$ cat src/rtl/dual_issue_queue.sv
// Dual-width in-order issue buffer between decode and execute.
// Two tasks in, up to two hazard-free tasks out per cycle.
package dual_issue_queue_pkg;

  localparam logic [6:0] OPC_LOAD   = 7'b0000011;
  localparam logic [6:0] OPC_STORE  = 7'b0100011;
  localparam logic [6:0] OPC_OP_IMM = 7'b0010011;
  localparam logic [6:0] OPC_OP     = 7'b0110011;
  localparam logic [6:0] OPC_BRANCH = 7'b1100011;
  localparam logic [6:0] OPC_JAL    = 7'b1101111;
  localparam logic [6:0] OPC_JALR   = 7'b1100111;

  typedef struct packed {
    logic [6:0] opcode;
    logic       rd_used;
    logic [4:0] rd_addr;
    logic       rs1_used;
    logic [4:0] rs1_addr;
    logic       rs2_used;
    logic [4:0] rs2_addr;
  } task_t;

endpackage

module dual_issue_queue
  import dual_issue_queue_pkg::*;
#(
  parameter  int DEPTH = 8,
  localparam int CNT_W = $clog2(DEPTH + 1)
) (
  input  logic             CLK,
  input  logic             RST,
  input  logic             FLUSH,
  input  logic             IN_VALID_0,
  input  logic             IN_VALID_1,
  input  task_t            TASK_0,
  input  task_t            TASK_1,
  output logic             IN_READY,
  output logic             OUT_VALID_0,
  output logic             OUT_VALID_1,
  output task_t            ISSUE_0,
  output task_t            ISSUE_1,
  input  logic             OUT_READY_0,
  input  logic             OUT_READY_1,
  output logic [CNT_W-1:0] COUNT
);

  localparam int PTR_W = $clog2(DEPTH);

  task_t            mem [DEPTH];
  logic [PTR_W-1:0] head;
  logic [PTR_W-1:0] tail;
  logic [PTR_W-1:0] head_p1;
  logic [PTR_W-1:0] tail_p1;
  logic [CNT_W-1:0] count;

  task_t i0;
  task_t i1;
  logic  raw;
  logic  waw;
  logic  mem_conf;
  logic  ctl;
  logic  hz;
  logic  push0;
  logic  push1;
  logic  pop0;
  logic  pop1;
  logic  [1:0] npush;
  logic  [1:0] npop;

  function automatic logic is_mem(logic [6:0] op);
    return (op == OPC_LOAD) || (op == OPC_STORE);
  endfunction

  function automatic logic is_ctl(logic [6:0] op);
    return (op == OPC_BRANCH) || (op == OPC_JAL) ||
           (op == OPC_JALR);
  endfunction

  assign head_p1 = head + PTR_W'(1);
  assign tail_p1 = tail + PTR_W'(1);
  assign i0      = mem[head];
  assign i1      = mem[head_p1];
  assign ISSUE_0 = i0;
  assign ISSUE_1 = i1;
  assign COUNT   = count;

  // Conservative: only registered count, never a same-cycle pop.
  assign IN_READY = count <= CNT_W'(DEPTH - 2);

  assign raw = i0.rd_used && (i0.rd_addr != 5'd0) &&
               ((i1.rs1_used && (i1.rs1_addr == i0.rd_addr)) ||
                (i1.rs2_used && (i1.rs2_addr == i0.rd_addr)));
  assign waw = i0.rd_used && i1.rd_used &&
               (i0.rd_addr != 5'd0) &&
               (i0.rd_addr == i1.rd_addr);
  assign mem_conf = is_mem(i0.opcode) && is_mem(i1.opcode);
  assign ctl      = is_ctl(i0.opcode);
  assign hz       = raw || waw || mem_conf || ctl;

  assign OUT_VALID_0 = count >= CNT_W'(1);
  assign OUT_VALID_1 = (count >= CNT_W'(2)) && !hz;

  assign push0 = IN_READY && IN_VALID_0;
  assign push1 = IN_READY && IN_VALID_1;
  assign pop0  = OUT_VALID_0 && OUT_READY_0;
  assign pop1  = OUT_VALID_1 && OUT_READY_1 && pop0;
  assign npush = {1'b0, push0} + {1'b0, push1};
  assign npop  = {1'b0, pop0} + {1'b0, pop1};

  always_ff @(posedge CLK) begin
    if (RST || FLUSH) begin
      head  <= '0;
      tail  <= '0;
      count <= '0;
    end else begin
      head  <= head + PTR_W'(npop);
      tail  <= tail + PTR_W'(npush);
      count <= count + CNT_W'(npush) - CNT_W'(npop);
    end
  end

  // Compacting write: a lone TASK_1 lands at tail.
  always_ff @(posedge CLK) begin
    if (!RST && !FLUSH) begin
      if (push0) mem[tail] <= TASK_0;
      if (push1) mem[push0 ? tail_p1 : tail] <= TASK_1;
    end
  end

  a_count_bound : assert property (
    @(posedge CLK) disable iff (RST)
    count <= CNT_W'(DEPTH));

  a_pop_order : assert property (
    @(posedge CLK) disable iff (RST)
    pop1 |-> pop0);

endmodule

$ cat config.mk
export PLATFORM = sky130hd
export DESIGN_NAME = dual_issue_queue
export DESIGN_NICKNAME = d
export VERILOG_FILES = /design/src/rtl/dual_issue_queue.sv
export SDC_FILE = /design/constraint.sdc
export NUM_CORES = 1
export LEC_CHECK = 0
export ABC_AREA = 1
export CAP_MARGIN = 15
export CELL_PAD_IN_SITES_DETAIL_PLACEMENT = 1
export CELL_PAD_IN_SITES_GLOBAL_PLACEMENT = 2
export CORE_MARGIN = 10
export CORE_UTILIZATION = 34
export CTS_CLUSTER_SIZE = 24
export DETAILED_ROUTE_END_ITERATION = 12
export PLACE_DENSITY_LB_ADDON = 0.1
export SLEW_MARGIN = 10
export SYNTH_ARGS = -nofsm -noshare
export SYNTH_HDL_FRONTEND = slang
export SYNTH_SLANG_ARGS = --single-unit
export TNS_END_PERCENT = 100
$ cat constraint.sdc
create_clock -name CLK -period 6.1 [get_ports CLK]
set_input_delay 1.83 -clock CLK [delete_from_list [all_inputs] [get_ports CLK]]
set_output_delay 1.83 -clock CLK [all_outputs]
set_load 0.01 [all_outputs]
# Word level (Yosys, flattened, before mapping)
# Memory sizes are Yosys's and may differ from the RTL's. A register that Yosys moved wholly into a read port is not among the register bits.
# Index checks and enable logic that the tools add are counted.
# word_totals
register_bits	10
latchBits	0
ramBits	200
mem_bits_ro	0
input_bits	57
output_inout_bits	57
elab_cells	61
mem_count	1
# op_classes
add_sub_neg	8
n_mul	0
div_mod_pow	0
n_lt_le_gt_ge	3
eq_ne	10
n_shift	0
muxes	8
bitwise	0
reduce_logical	28
# memory_table
memory	depth	word_bits	rd	rd_clocked_by_memory_dff	write_ports	line	rtl
mem	8	25	2	1	2	50	task_t mem [DEPTH];
# ops
cell	n
7-bit == test (second input constant)	3
5-bit == test	3
1-bit logical AND	15
7-bit by 2-bit == test with 1-bit output (second input constant)	2
7-bit by 6-bit == test with 1-bit output (second input constant)	2
1-bit logical OR	9
3-bit by 1-bit adder with 3-bit output (second input constant)	2
3-bit by 2-bit adder with 3-bit output	2
1-bit two-way mux	6
3-bit two-way mux	2
5-bit nonzero test	1
1-bit by 1-bit adder with 2-bit output	2
4-bit by 2-bit adder with 4-bit output	1
4-bit by 1-bit greater-or-equal comparator with 1-bit output (second input constant)	1
4-bit by 2-bit greater-or-equal comparator with 1-bit output (second input constant)	1
4-bit by 3-bit less-or-equal comparator with 1-bit output (second input constant)	1
4-bit by 2-bit subtractor with 4-bit output	1
1-bit logical NOT	3

# Logic depth before layout (Yosys ltp)
# An unclocked memory read counts as a cell.
# depth
word_depth	16
ltp_mapped	24
depth_no_buf	22

# Least setup slack after synthesis
# Ideal clock, no wire load.
# synth_path
kind	input to register
from	in FLUSH
to	mem mem[0][0] in the netlist's numbering (enable)
setup_ns	0.442
t_arrival_ns	4.339
required_time_ns	5.658
setup_slack_ns	1.319
path_stages	5
path_buffers	0
cell_sequence	nor2_1 clkinv_1 nor2_1 nand3_1 o21ai_0
# synth_lines
element	line	rtl
start, declared	33	input logic FLUSH,
end, declared	50	

# Worst setup path after layout
# layout_path
from	reg head[0]
to	out OUT_VALID_1
# layout_between
elab_chain_len	11
word_cells_on_any_way	21
cone_classes	add/sub (1); eq/ne (5); reduce/logical (14); memory (1)
# layout_rtl
element	line	rtl
start, declared	51	logic [PTR_W-1:0] head;
start signal, assigned	117	head <= head + PTR_W'(npop);
3-bit by 1-bit adder with 3-bit output *	80	assign head_p1 = head + PTR_W'(1);
memory read 8 x 25 bit *	-	
5-bit == test (on tied branches)	92, 93	
1-bit logical AND (on tied branches)	92, 93	
1-bit logical OR	92	((i1.rs1_used && (i1.rs1_addr == i0.rd_addr)) ||
1-bit logical AND	91	assign raw = i0.rd_used && (i0.rd_addr != 5'd0) &&
1-bit logical OR	99	assign hz = raw || waw || mem_conf || ctl;
1-bit logical OR * (2 in series)	99	
1-bit logical NOT *	102	assign OUT_VALID_1 = (count >= CNT_W'(2)) && !hz;
1-bit logical AND *	102	
end, declared	40	output logic OUT_VALID_1,
# Every way passes the cells marked *; elsewhere a longest branch is shown, timed or not.

==> flow_metrics.py <==
metrics = {
    "power_and_ir_drop": {
        "p_leak_nw": 7.29,
        "power_mw": 5.43,
        "peakVddDrop_v": 0.000232,
        "p_per_area_nw_per_um2": 331,
    },
    "placed_design": {
        "dpl.hpwl_mm": 38.3,
        "place_congestion": 0.794,
        "placed_cells": 2494,
        "place_area_um2": 15600,
        "port_buffers": 113,
        "pre_cts_slack_ps": 1030,
    },
    "cells_and_area": {
        "n_fill_cell": 4967,
        "stdcell_count": 2542,
        "n_antenna_cell": 0,
        "nNetsFinal": 2071,
        "drive_above_1_share": 0.0530,
        "design_area_um2": 16400,
        "area_delta_synth_final_pct": 18.3,
    },
    "global_route": {
        "track_usage": 0.225,
        "grt_pass1_vias": 13725,
        "grt_max_degree": 228,
        "grt-ovfl-total": 0,
        "grt_pass1_wl_mm": 85.7,
        "antenna_found_initial": 1,
    },
    "worst_setup_path": {
        "crit_start": "head[0]$_SDFF_PP0_",
        "r2r-start": "head[0]$_SDFF_PP0_",
        "startpoint_type": "flop",
        "critPathMaxFanout": 24,
        "critical_path_class": "reg2out",
        "crit_required_ps": 4270,
        "arrival_ps": 3860,
        "end_kind": "output pin",
    },
    "drt": {
        "ant_nets": 0,
        "first_pass_iters": 5,
        "drc": 0,
        "initialDrtViolationCount": 1115,
        "vias": 13461,
        "post_drt_wl_per_cell_um": 22.4,
        "via_per_inst": 5.30,
        "routed_wl_mm": 56.9,
    },
    "sta": {
        "finalMaxSlewViolations": 0,
        "post-route-min-period_ps": 5690,
        "tns_ps": 0,
        "setup_viol": 0,
        "maxSlewHeadroom": 0.321,
        "finalCritPeriodShare": 0.933,
        "timing.fmax_ghz": 0.176,
        "tightest_slew_ps": 1020,
        "layout_setup_ws_ps": 408,
        "finalClockSkew_ps": 7.43,
        "finalHoldViolCount": 0,
        "rsz0062_at_grt": "false",
    },
    "clock_tree": {
        "post_cts_buffers": 0,
        "clk_path_buf_depth": 3,
        "post_cts_resized": 0,
        "cts_root_buf": "clkbuf_16",
        "h-tree-depth": 1,
        "numCtsBuffers": 27,
        "clock-sinks": 210,
        "clk_pin_slew_worst_paths_ps": 60,
        "cts_hold_buf": 0,
        "worstSkewPairLatency_ps": 550,
        "cts_tree": "done",
    },
    "floorplan": {
        "start_util": 0.347,
        "die_y_um": 222,
        "ioPinCount": 114,
        "core.rowCount": 73,
        "core-area_um2": 40000,
        "fp.dieW_um": 222,
        "die_area_um2": 49300,
    },
    "logic_synthesis": {
        "synth_top_cell_by_area": "edfxtp_1",
        "yosys_warnings": 0,
        "yosys-top-cells-count": "nand2_1 (716), inv_1 (265), o21ai_0 (259), edfxtp_1 (200), nand3_1 (178)",
        "synth-edff-count": 200,
        "async_flop_share": 0,
        "yosys.area.top_type_share": 0.433,
        "yosysUniqueCellTypes": 39,
        "post_synth_instance_area_um2": 13900,
        "syn_avg_cell_area_um2": 7.16,
        "syn_inst": 1938,
        "synth_ff_type": "edfxtp_1",
        "synth_area_leaders": "edfxtp_1 (43%), nand2_1 (19%), o21ai_0 (9.3%), inv_1 (7.2%), nand3_1 (6.4%)",
        "ys_seq_area_frac": 0.447,
        "synth_most_common_cell": "nand2_1",
        "syn_nets": 2011,
        "synth-seq-cells": 210,
    },
    "min_path": {
        "hp-start": "COUNT[0]$_SDFF_PP0_",
        "hold_class": "reg2reg",
    },
    "run_status": {
        "outcome": "finished, final reports clean",
    },
    "run": {
        "drv_cap": 0,
    },
}
-- layer usage --
metal,GRT usage,vias to the layer above,wire (um)
met4,0.0577,0,1250
met3,0.0289,76,3370
met5,0,-,0
met2,0.342,383,24200
li1,-,6409,-
met1,0.329,6593,28000
-- logic make-up after synthesis --
group / after synthesis / synth area share
buffers and inverters: 389 / 0.113
and+or+nand+nor: 944 / 0.274
AOI/OAI and AO/OA: 372 / 0.142
xor gates and xnor gates: 7 / 0.00685
DFF: 210 / 0.447
adders and majority gates: 16 / 0.0166
-- through the flow --
step                hold slack [ps]  utilization
floorplan                       620            -
global placement                675        0.389
detailed placement              688        0.389
CTS                             703        0.411
global route                    735        0.411
finish                          684        0.411
-- placed cells by master, fill, tap and decap left out, types with 27 or more instances in the layout --
master             n
nor2_1            39
inv_1            263
edfxtp_1         200
nand2_1          716
nand3_1          178
buf_4             30
clkbuf_16         27
clkdlybuf4s50_1  113
a21oi_1           50
o21ai_0          253
-- power breakdown --
group | switching (mW) | internal [mW] | leakage, nW
registers | 0.0364 | 1.66 | 1.89
clock network | 0.640 | 0.936 | 0.423
logic | 1.40 | 0.759 | 4.98
total | 2.07 | 3.35 | 7.29
-- cell type report --
| cell class | count | area, um^2 | area share |
|---|---|---|---|
| well taps | 525 | 657 | 0.0400 |
| multi-input cells | 1339 | 6170 | 0.375 |
| repair buffers | 151 | 1520 | 0.0923 |
| inverters | 269 | 1010 | 0.0616 |
| clock inverters | 14 | 120 | 0.00731 |
| flip-flops and latches | 210 | 6210 | 0.378 |
| clock buffers | 34 | 742 | 0.0452 |
-- worst paths after layout --
path / cells after the start / slack (ps) / to
hold / removal: 3 / 680 / COUNT[0]$_SDFF_PP0_
setup / recovery: 11 / 410 / OUT_VALID_1
hold reg to reg: 3 / 680 / COUNT[0]$_SDFF_PP0_
setup reg to reg: 17 / 1760 / COUNT[3]$_SDFF_PP0_
-- state kept, by name, indices dropped and copies added, names as in the netlist --
name   flops
COUNT      4
mem      200
head       3
tail       3
-- worst max-delay path, cell delays in order, from the launching register on --
cell and delay (ps):
dfxtp_4 360, ha_2 240, xnor2_4 740, buf_4 390
o21ai_1 230, nand2_1 120, nor2_1 50, nand3_1 60
nand2_1 50, nor2_1 300, and3_1 210, clkdlybuf4s50_1 540
(Power assumes the default switching activity.)
